==> src/rtl/load_queue_if.sv <==
// Data-cache read port of the load queue: one request channel and one response channel.
interface load_queue_if;
  logic        dmem_valid;
  logic        dmem_ready;
  logic [31:0] dmem_addr;
  logic [3:0]  dmem_rmask;
  logic        dmem_resp_valid;
  logic [31:0] dmem_rdata;

  modport master (
    output dmem_valid, dmem_addr, dmem_rmask,
    input  dmem_ready, dmem_resp_valid, dmem_rdata
  );

  modport slave (
    input  dmem_valid, dmem_addr, dmem_rmask,
    output dmem_ready, dmem_resp_valid, dmem_rdata
  );
endinterface

==> src/rtl/load_queue.sv <==
// In-order load queue: waits for older stores to drain, issues one outstanding word read,
// then aligns/extends the returned data and broadcasts it on the CDB.
module load_queue #(
  parameter  int LDQ_DEPTH = 4,
  parameter  int STQ_DEPTH = 4,
  parameter  int ROB_ID_W  = 5,
  parameter  int PRF_IDX   = 6,
  localparam int LDQ_IDX   = $clog2(LDQ_DEPTH),
  localparam int STQ_IDX   = $clog2(STQ_DEPTH)
) (
  input  logic                                clk,
  input  logic                                rst,
  input  logic                                backend_flush_i,
  input  logic                                ds_valid_i,
  output logic                                ds_ready_o,
  input  logic [3:0]                          ds_fu_opcode_i,
  input  logic [ROB_ID_W-1:0]                 ds_rob_id_i,
  input  logic [PRF_IDX-1:0]                  ds_pd_i,
  input  logic                                agu_valid_i,
  input  logic [ROB_ID_W-1:0]                 agu_rob_id_i,
  input  logic [31:0]                         agu_addr_i,
  input  logic [STQ_IDX:0]                    stq_tail_i,
  input  logic                                stq_deq_i,
  input  logic [LDQ_DEPTH-1:0]                has_conflicting_store_i,
  output logic [LDQ_DEPTH-1:0][31:0]          ldq_addr_o,
  output logic [LDQ_DEPTH-1:0][STQ_IDX:0]     ldq_tracker_o,
  load_queue_if.master                        dmem,
  output logic                                cdb_valid_o,
  output logic [ROB_ID_W-1:0]                 cdb_rob_id_o,
  output logic [PRF_IDX-1:0]                  cdb_pd_o,
  output logic [31:0]                         cdb_rd_value_o
);

  localparam logic [1:0] ST_IDLE  = 2'd0;
  localparam logic [1:0] ST_WAIT  = 2'd1;
  localparam logic [1:0] ST_DRAIN = 2'd2;

  localparam logic [LDQ_IDX:0] PTR_ONE = 1;
  localparam logic [STQ_IDX:0] TRK_ONE = 1;

  logic [LDQ_IDX:0]                  wrPtr_q, wrPtr_d, rdPtr_q, rdPtr_d;
  logic [LDQ_DEPTH-1:0]              valid_q, valid_d, addrValid_q, addrValid_d;
  logic [LDQ_DEPTH-1:0][31:0]        addr_q, addr_d;
  logic [LDQ_DEPTH-1:0][ROB_ID_W-1:0] robId_q, robId_d;
  logic [LDQ_DEPTH-1:0][PRF_IDX-1:0] pd_q, pd_d;
  logic [LDQ_DEPTH-1:0][2:0]         funct3_q, funct3_d;
  logic [LDQ_DEPTH-1:0][STQ_IDX:0]   tracker_q, tracker_d;
  logic [1:0]                        state_q, state_d;

  logic [LDQ_IDX-1:0] wrIdx, headIdx;
  logic               full, enq, deq, headBlocked, accept;
  logic [3:0]         baseMask;
  logic [31:0]        shifted;
  logic [31:0]        headAddr;
  logic [2:0]         headFunct3;

  assign wrIdx      = wrPtr_q[LDQ_IDX-1:0];
  assign headIdx    = rdPtr_q[LDQ_IDX-1:0];
  assign headAddr   = addr_q[headIdx];
  assign headFunct3 = funct3_q[headIdx];
  assign full       = (wrPtr_q[LDQ_IDX] != rdPtr_q[LDQ_IDX]) && (wrIdx == headIdx);
  assign ds_ready_o = ~full;
  assign enq        = ds_valid_i & ~full & ~ds_fu_opcode_i[3];

  // A non-zero tracker means some older store is still queued; only then does aliasing matter.
  assign headBlocked = (tracker_q[headIdx] != '0) && has_conflicting_store_i[headIdx];

  assign dmem.dmem_valid = (state_q == ST_IDLE) && valid_q[headIdx] && addrValid_q[headIdx] && !headBlocked;
  assign dmem.dmem_addr  = {headAddr[31:2], 2'b00};
  assign accept          = dmem.dmem_valid && dmem.dmem_ready;

  always_comb begin
    case (headFunct3[1:0])
      2'b00:   baseMask = 4'b0001;
      2'b01:   baseMask = 4'b0011;
      default: baseMask = 4'b1111;
    endcase
  end
  assign dmem.dmem_rmask = baseMask << headAddr[1:0];

  assign deq            = (state_q == ST_WAIT) && dmem.dmem_resp_valid && !backend_flush_i;
  assign cdb_valid_o    = deq;
  assign cdb_rob_id_o   = robId_q[headIdx];
  assign cdb_pd_o       = pd_q[headIdx];
  assign shifted        = dmem.dmem_rdata >> {headAddr[1:0], 3'b000};

  always_comb begin
    case (headFunct3)
      3'b000:  cdb_rd_value_o = {{24{shifted[7]}}, shifted[7:0]};
      3'b001:  cdb_rd_value_o = {{16{shifted[15]}}, shifted[15:0]};
      3'b100:  cdb_rd_value_o = {24'h0, shifted[7:0]};
      3'b101:  cdb_rd_value_o = {16'h0, shifted[15:0]};
      default: cdb_rd_value_o = shifted;
    endcase
  end

  always_comb begin
    for (int i = 0; i < LDQ_DEPTH; i++) begin
      ldq_addr_o[i]    = addr_q[i];
      ldq_tracker_o[i] = valid_q[i] ? tracker_q[i] : '0;
    end
  end

  // A flush with a read in flight must swallow that read's response before issuing again.
  always_comb begin
    state_d = state_q;
    case (state_q)
      ST_IDLE:  if (accept) state_d = backend_flush_i ? ST_DRAIN : ST_WAIT;
      ST_WAIT: begin
        if (dmem.dmem_resp_valid)  state_d = ST_IDLE;
        else if (backend_flush_i)  state_d = ST_DRAIN;
      end
      ST_DRAIN: if (dmem.dmem_resp_valid) state_d = ST_IDLE;
      default:  state_d = ST_IDLE;
    endcase
  end

  always_comb begin
    wrPtr_d     = wrPtr_q;
    rdPtr_d     = rdPtr_q;
    valid_d     = valid_q;
    addrValid_d = addrValid_q;
    addr_d      = addr_q;
    robId_d     = robId_q;
    pd_d        = pd_q;
    funct3_d    = funct3_q;
    tracker_d   = tracker_q;

    for (int i = 0; i < LDQ_DEPTH; i++) begin
      if (valid_q[i] && agu_valid_i && (robId_q[i] == agu_rob_id_i)) begin
        addr_d[i]      = agu_addr_i;
        addrValid_d[i] = 1'b1;
      end
      if (valid_q[i] && stq_deq_i && (tracker_q[i] != '0))
        tracker_d[i] = tracker_q[i] - TRK_ONE;
    end

    if (deq) begin
      valid_d[headIdx] = 1'b0;
      rdPtr_d          = rdPtr_q + PTR_ONE;
    end

    // The enqueue slot is never valid, so it cannot collide with the per-entry updates above.
    if (enq) begin
      valid_d[wrIdx]     = 1'b1;
      addrValid_d[wrIdx] = 1'b0;
      robId_d[wrIdx]     = ds_rob_id_i;
      pd_d[wrIdx]        = ds_pd_i;
      funct3_d[wrIdx]    = ds_fu_opcode_i[2:0];
      tracker_d[wrIdx]   = stq_tail_i - {{STQ_IDX{1'b0}}, stq_deq_i};
      wrPtr_d            = wrPtr_q + PTR_ONE;
    end

    if (backend_flush_i) begin
      wrPtr_d = '0;
      rdPtr_d = '0;
      valid_d = '0;
    end
  end

  always_ff @(posedge clk) begin
    if (rst) begin
      wrPtr_q     <= '0;
      rdPtr_q     <= '0;
      valid_q     <= '0;
      addrValid_q <= '0;
      addr_q      <= '0;
      robId_q     <= '0;
      pd_q        <= '0;
      funct3_q    <= '0;
      tracker_q   <= '0;
      state_q     <= ST_IDLE;
    end else begin
      wrPtr_q     <= wrPtr_d;
      rdPtr_q     <= rdPtr_d;
      valid_q     <= valid_d;
      addrValid_q <= addrValid_d;
      addr_q      <= addr_d;
      robId_q     <= robId_d;
      pd_q        <= pd_d;
      funct3_q    <= funct3_d;
      tracker_q   <= tracker_d;
      state_q     <= state_d;
    end
  end

endmodule

==> src/flat_wrapper.sv <==
// flat-port wrapper written by rule: the top's interface ports become plain ports
module load_queue_flat 
#(
  parameter  int LDQ_DEPTH = 4,
  parameter  int STQ_DEPTH = 4,
  parameter  int ROB_ID_W  = 5,
  parameter  int PRF_IDX   = 6,
  localparam int LDQ_IDX   = $clog2(LDQ_DEPTH),
  localparam int STQ_IDX   = $clog2(STQ_DEPTH)
)
  (clk, rst, backend_flush_i, ds_valid_i, ds_ready_o, ds_fu_opcode_i, ds_rob_id_i, ds_pd_i, agu_valid_i, agu_rob_id_i, agu_addr_i, stq_tail_i, stq_deq_i, has_conflicting_store_i, ldq_addr_o, ldq_tracker_o, cdb_valid_o, cdb_rob_id_o, cdb_pd_o, cdb_rd_value_o, dmem_dmem_valid, dmem_dmem_addr, dmem_dmem_rmask, dmem_dmem_ready, dmem_dmem_resp_valid, dmem_dmem_rdata);
  load_queue_if dmem_i ();
  input  logic clk;
  input  logic rst;
  input  logic backend_flush_i;
  input  logic ds_valid_i;
  output logic ds_ready_o;
  input  logic [3:0] ds_fu_opcode_i;
  input  logic [ROB_ID_W-1:0] ds_rob_id_i;
  input  logic [PRF_IDX-1:0] ds_pd_i;
  input  logic agu_valid_i;
  input  logic [ROB_ID_W-1:0] agu_rob_id_i;
  input  logic [31:0] agu_addr_i;
  input  logic [STQ_IDX:0] stq_tail_i;
  input  logic stq_deq_i;
  input  logic [LDQ_DEPTH-1:0] has_conflicting_store_i;
  output logic [LDQ_DEPTH-1:0][31:0] ldq_addr_o;
  output logic [LDQ_DEPTH-1:0][STQ_IDX:0] ldq_tracker_o;
  output logic cdb_valid_o;
  output logic [ROB_ID_W-1:0] cdb_rob_id_o;
  output logic [PRF_IDX-1:0] cdb_pd_o;
  output logic [31:0] cdb_rd_value_o;
  output wire logic [$bits(dmem_i.dmem_valid)-1:0] dmem_dmem_valid;
  output wire logic [$bits(dmem_i.dmem_addr)-1:0] dmem_dmem_addr;
  output wire logic [$bits(dmem_i.dmem_rmask)-1:0] dmem_dmem_rmask;
  input wire logic [$bits(dmem_i.dmem_ready)-1:0] dmem_dmem_ready;
  input wire logic [$bits(dmem_i.dmem_resp_valid)-1:0] dmem_dmem_resp_valid;
  input wire logic [$bits(dmem_i.dmem_rdata)-1:0] dmem_dmem_rdata;
  assign dmem_dmem_valid = dmem_i.dmem_valid;
  assign dmem_dmem_addr = dmem_i.dmem_addr;
  assign dmem_dmem_rmask = dmem_i.dmem_rmask;
  assign dmem_i.dmem_ready = dmem_dmem_ready;
  assign dmem_i.dmem_resp_valid = dmem_dmem_resp_valid;
  assign dmem_i.dmem_rdata = dmem_dmem_rdata;
  load_queue #(.LDQ_DEPTH(LDQ_DEPTH), .STQ_DEPTH(STQ_DEPTH), .ROB_ID_W(ROB_ID_W), .PRF_IDX(PRF_IDX)) u_core (.clk(clk), .rst(rst), .backend_flush_i(backend_flush_i), .ds_valid_i(ds_valid_i), .ds_ready_o(ds_ready_o), .ds_fu_opcode_i(ds_fu_opcode_i), .ds_rob_id_i(ds_rob_id_i), .ds_pd_i(ds_pd_i), .agu_valid_i(agu_valid_i), .agu_rob_id_i(agu_rob_id_i), .agu_addr_i(agu_addr_i), .stq_tail_i(stq_tail_i), .stq_deq_i(stq_deq_i), .has_conflicting_store_i(has_conflicting_store_i), .ldq_addr_o(ldq_addr_o), .ldq_tracker_o(ldq_tracker_o), .dmem(dmem_i), .cdb_valid_o(cdb_valid_o), .cdb_rob_id_o(cdb_rob_id_o), .cdb_pd_o(cdb_pd_o), .cdb_rd_value_o(cdb_rd_value_o));
endmodule
==> config.mk <==
export PLATFORM = sky130hd
export DESIGN_NAME = load_queue_flat
export DESIGN_NICKNAME = d
export VERILOG_FILES = /design/src/rtl/load_queue_if.sv /design/src/rtl/load_queue.sv /design/src/flat_wrapper.sv
export SDC_FILE = /design/constraint.sdc
export NUM_CORES = 1
export LEC_CHECK = 0
export CORE_UTILIZATION = 48
export CTS_BUF_LIST = sky130_fd_sc_hd__clkbuf_4 sky130_fd_sc_hd__clkbuf_8
export CTS_CLUSTER_DIAMETER = 150
export CTS_CLUSTER_SIZE = 8
export DETAILED_ROUTE_END_ITERATION = 10
export PLACE_DENSITY = 0.79
export SETUP_SLACK_MARGIN = 0.5
export SYNTH_ARGS = -nofsm -noshare
export SYNTH_HDL_FRONTEND = slang
export SYNTH_SLANG_ARGS = --single-unit
==> constraint.sdc <==
create_clock -name clk -period 3 [get_ports clk]
set_clock_uncertainty 0.1 [all_clocks]
set_input_delay 0.45 -clock clk [delete_from_list [all_inputs] [get_ports clk]]
set_output_delay 0.45 -clock clk [all_outputs]
set_load 0.1 [all_outputs]
==> flow_summary.ini <==
[outcome]
status = complete, but fails checks
violations = negative setup slack

[logic_synthesis]
ys.flop_type = dfxtp_1
avgSynthCellArea_um2 = 9.18
synth_edf_count = 0
syn_area_um2 = 10200
netlist_instances = 1108
ys_types = 50
synth-seq-cells = 212
synthArstFlopShare_pct = 0
synth_largest_area_cell = dfxtp_1
ys_warn_count = 0
synth.top_cell.area_share_pct = 41.7
synth_area_leaders = dfxtp_1 42%, mux2i_1 12%, mux4_2 10%
ys_seq_area_share_pct = 41.7

[floorplanning]
num_io_pins = 321
row_count = 52
die_width_um = 148
chipHeight_um = 148
coreArea_um2 = 20500
die-area_um2 = 21800
start_util_pct = 49.6

[place]
place_area_um2 = 14500
dp_hpwl_mm = 23.7
pre_cts_slack_ps = -45.7
portBuffers = 318
gp_congestion = 0.948

[worst_setup_path]
slowest_stage = mux4_2
critPathMaxStageDelay_ps = 550
cp_num_buf_inv = 2
reg2reg_slack_ps = 740
reg2reg_to = u_core.tracker_q[3]
crit_arrival_ps = 2770
rr_worst_depth = 8
cp_max_fo = 6
r2r_start = u_core.rdPtr_q[1]
cp-end-kind = primary output
crit_chain = mux4_2 -> xor2_2 -> a2111oi_4 -> o211ai_4 -> clkbuf_16 -> o21ai_4 -> buf_12
worstSetupStartpointType = flop
cp_data_required_time_ps = 2450
path_delay_family = compound AO/OA/AOI/OAI gates
path_class = flop to primary output

[drt]
vias_per_cell = 5.57
drc = 0
drt_iter0_markers = 592
dr.pass1.iters = 7
ant_nets = 0
drt-total-wl_mm = 35.0
wire_per_inst_um = 20.1
routed-via-count = 9684

[clocking]
hold_buffers = 0
clk_pin_slew_ps = 70
clockBufferDepth = 3
cts_tree = done
cts_root_buffer = clkbuf_8
htreeDepth = 1
numCtsBuffers = 30
cts_num_sinks = 212
insertion_delay_ps = 550

[global_route]
grt_usage_pct = 30.9
grt_max_degree = 110
grt_pass1_vias = 9852
grt_first_pass_wirelength_mm = 53.4
antenna_found_initial = 1
overflow = 0

[run]
max_cap_violations = 0

[power_and_ir_drop]
p_sw_mw = 1.77
switching_share_pct = 28.9
p_clk_share_pct = 33.6
p_int_mw = 4.35
ir_drop_uv = 365
seq_power_share_pct = 46.3
combPwrFrac_pct = 20.0
p_leak_nw = 6.77
powerDensity_nw_per_um2 = 385

[final_layout]
register_area_um2 = 4280
syn2layout_area_growth_pct = 56.2
multi_input_area_um2 = 6070
layout_commonest_cell = nand2_1
fin_area_um2 = 15900
nFillCells = 1320
drive_above_1_share_pct = 32.4
final_cell_mix = 208 x nand2_1, 202 x dfxtp_1, 185 x buf_4, 131 x nor2_1, 107 x mux2i_1
final_nets = 1581

[sta]
final-max-slew-violation-count = 0
worst_pin_slew_ps = 538
setup_viol = 32
fmax_mhz = 301
worst_slack_ps = -323
finalCritPeriodShare_pct = 111
rsz0062_at_grt = true
layout_min_cycle_time_ps = 3320
hold_viol = 0
relSlewSlack_pct = 63.9
whs_ps = 230

[min_path]
hold_end = u_core.state_q[1]
min_path_type = input pin to flop
min_from = rst
min_delay_path_depth = 2
## worst max-delay path by stage
stage	from	endpoint	slack, ps	depth (start not counted)
floorplan	u_core.rdPtr_q[1]	cdb_rd_value_o[10]	-420	7
CTS	u_core.rdPtr_q[1]	cdb_rd_value_o[23]	-320	7
global route	u_core.rdPtr_q[1]	cdb_rd_value_o[22]	-410	7
detailed placement	u_core.rdPtr_q[1]	cdb_rd_value_o[29]	-50	7
finish	u_core.rdPtr_q[0]	cdb_rd_value_o[22]	-320	7
global placement	u_core.rdPtr_q[1]	cdb_rd_value_o[29]	20	7
## cell families after synthesis
| logic type | Yosys count | share of synthesized area, % |
|---|---|---|
| and+or+nand+nor | 413 | 16.8 |
| AOI/OAI and AO/OA | 169 | 9.85 |
| DFF | 212 | 41.7 |
| adders and majority gates | 18 | 2.21 |
| muxes | 164 | 21.9 |
| other | 1 | 0.0369 |
| xor gates and xnor gates | 33 | 2.84 |
| buffers and inverters | 98 | 4.62 |
## layout make-up
cell class	count	share of cell area, %
inverters	23	0.622
clock buffers	35	2.87
flip-flops and latches	212	26.9
multi-input cells	799	38.2
well taps	270	2.13
clock inverters	1	0.189
diodes	1	0.0157
repair buffers	398	29.0
## power by group through the flow
| stage | combinational, mW | clock, mW | sequential, mW |
|---|---|---|---|
| 4_1_cts | 1.21 | 2.09 | 2.84 |
| 5_1_grt | 1.27 | 2.21 | 2.84 |
| 3_5_place_dp | 1.18 | 0 | 2.90 |
| 2_1_floorplan | 0.673 | 0 | 2.90 |
| 3_3_place_gp | 1.16 | 0 | 2.90 |
| 6_report | 1.23 | 2.06 | 2.84 |
## sequential cells by signal, summed over array words and instances (netlist names)
register and cells:
u_core.robId_q 20, u_core.addrValid_q 4, u_core.rdPtr_q 3, u_core.valid_q 4
u_core.ldq_addr_o 128, u_core.pd_q 24, u_core.state_q 2, u_core.tracker_q 12
u_core.funct3_q 12, u_core.wrPtr_q 3
## repair_timing
item                       in CTS  in global routing
resized for setup              73                 39
pin swaps                       3                  1
setup buffers                  15                 10
setup endpoints to repair      78                104
cloned                          5                  3
## cell usage after synthesis (15+ instances only)
| master | count |
|---|---|
| xor2_1 | 21 |
| ha_1 | 18 |
| mux2i_1 | 117 |
| buf_2 | 22 |
| a21oi_1 | 109 |
| clkbuf_1 | 39 |
| mux4_2 | 46 |
| nor2_1 | 142 |
| nand2_1 | 216 |
| and2_1 | 15 |
| dfxtp_1 | 212 |
| inv_1 | 23 |
| o21ai_0 | 17 |
| a211oi_1 | 24 |
## stage by stage
stage	TNS [ps]	cells	utilization (%)	total power [mW]
after floorplan	-5000	1109	-	3.57
after global placement	0	1669	70.8	4.06
after detailed placement	-210	1669	70.8	4.07
after CTS	-9060	1725	76.0	6.13
after global routing	-10340	1739	77.6	6.31
final	-7460	1739	77.6	6.12
## layer usage
metal	vias up	global-route usage, %	wire length [um]
met5	-	0	0
met4	0	11.0	1040
met3	77	6.51	2760
met2	441	56.3	18200
met1	4677	35.4	13000
li1	4489	-	-
(Power assumes the default switching activity.)
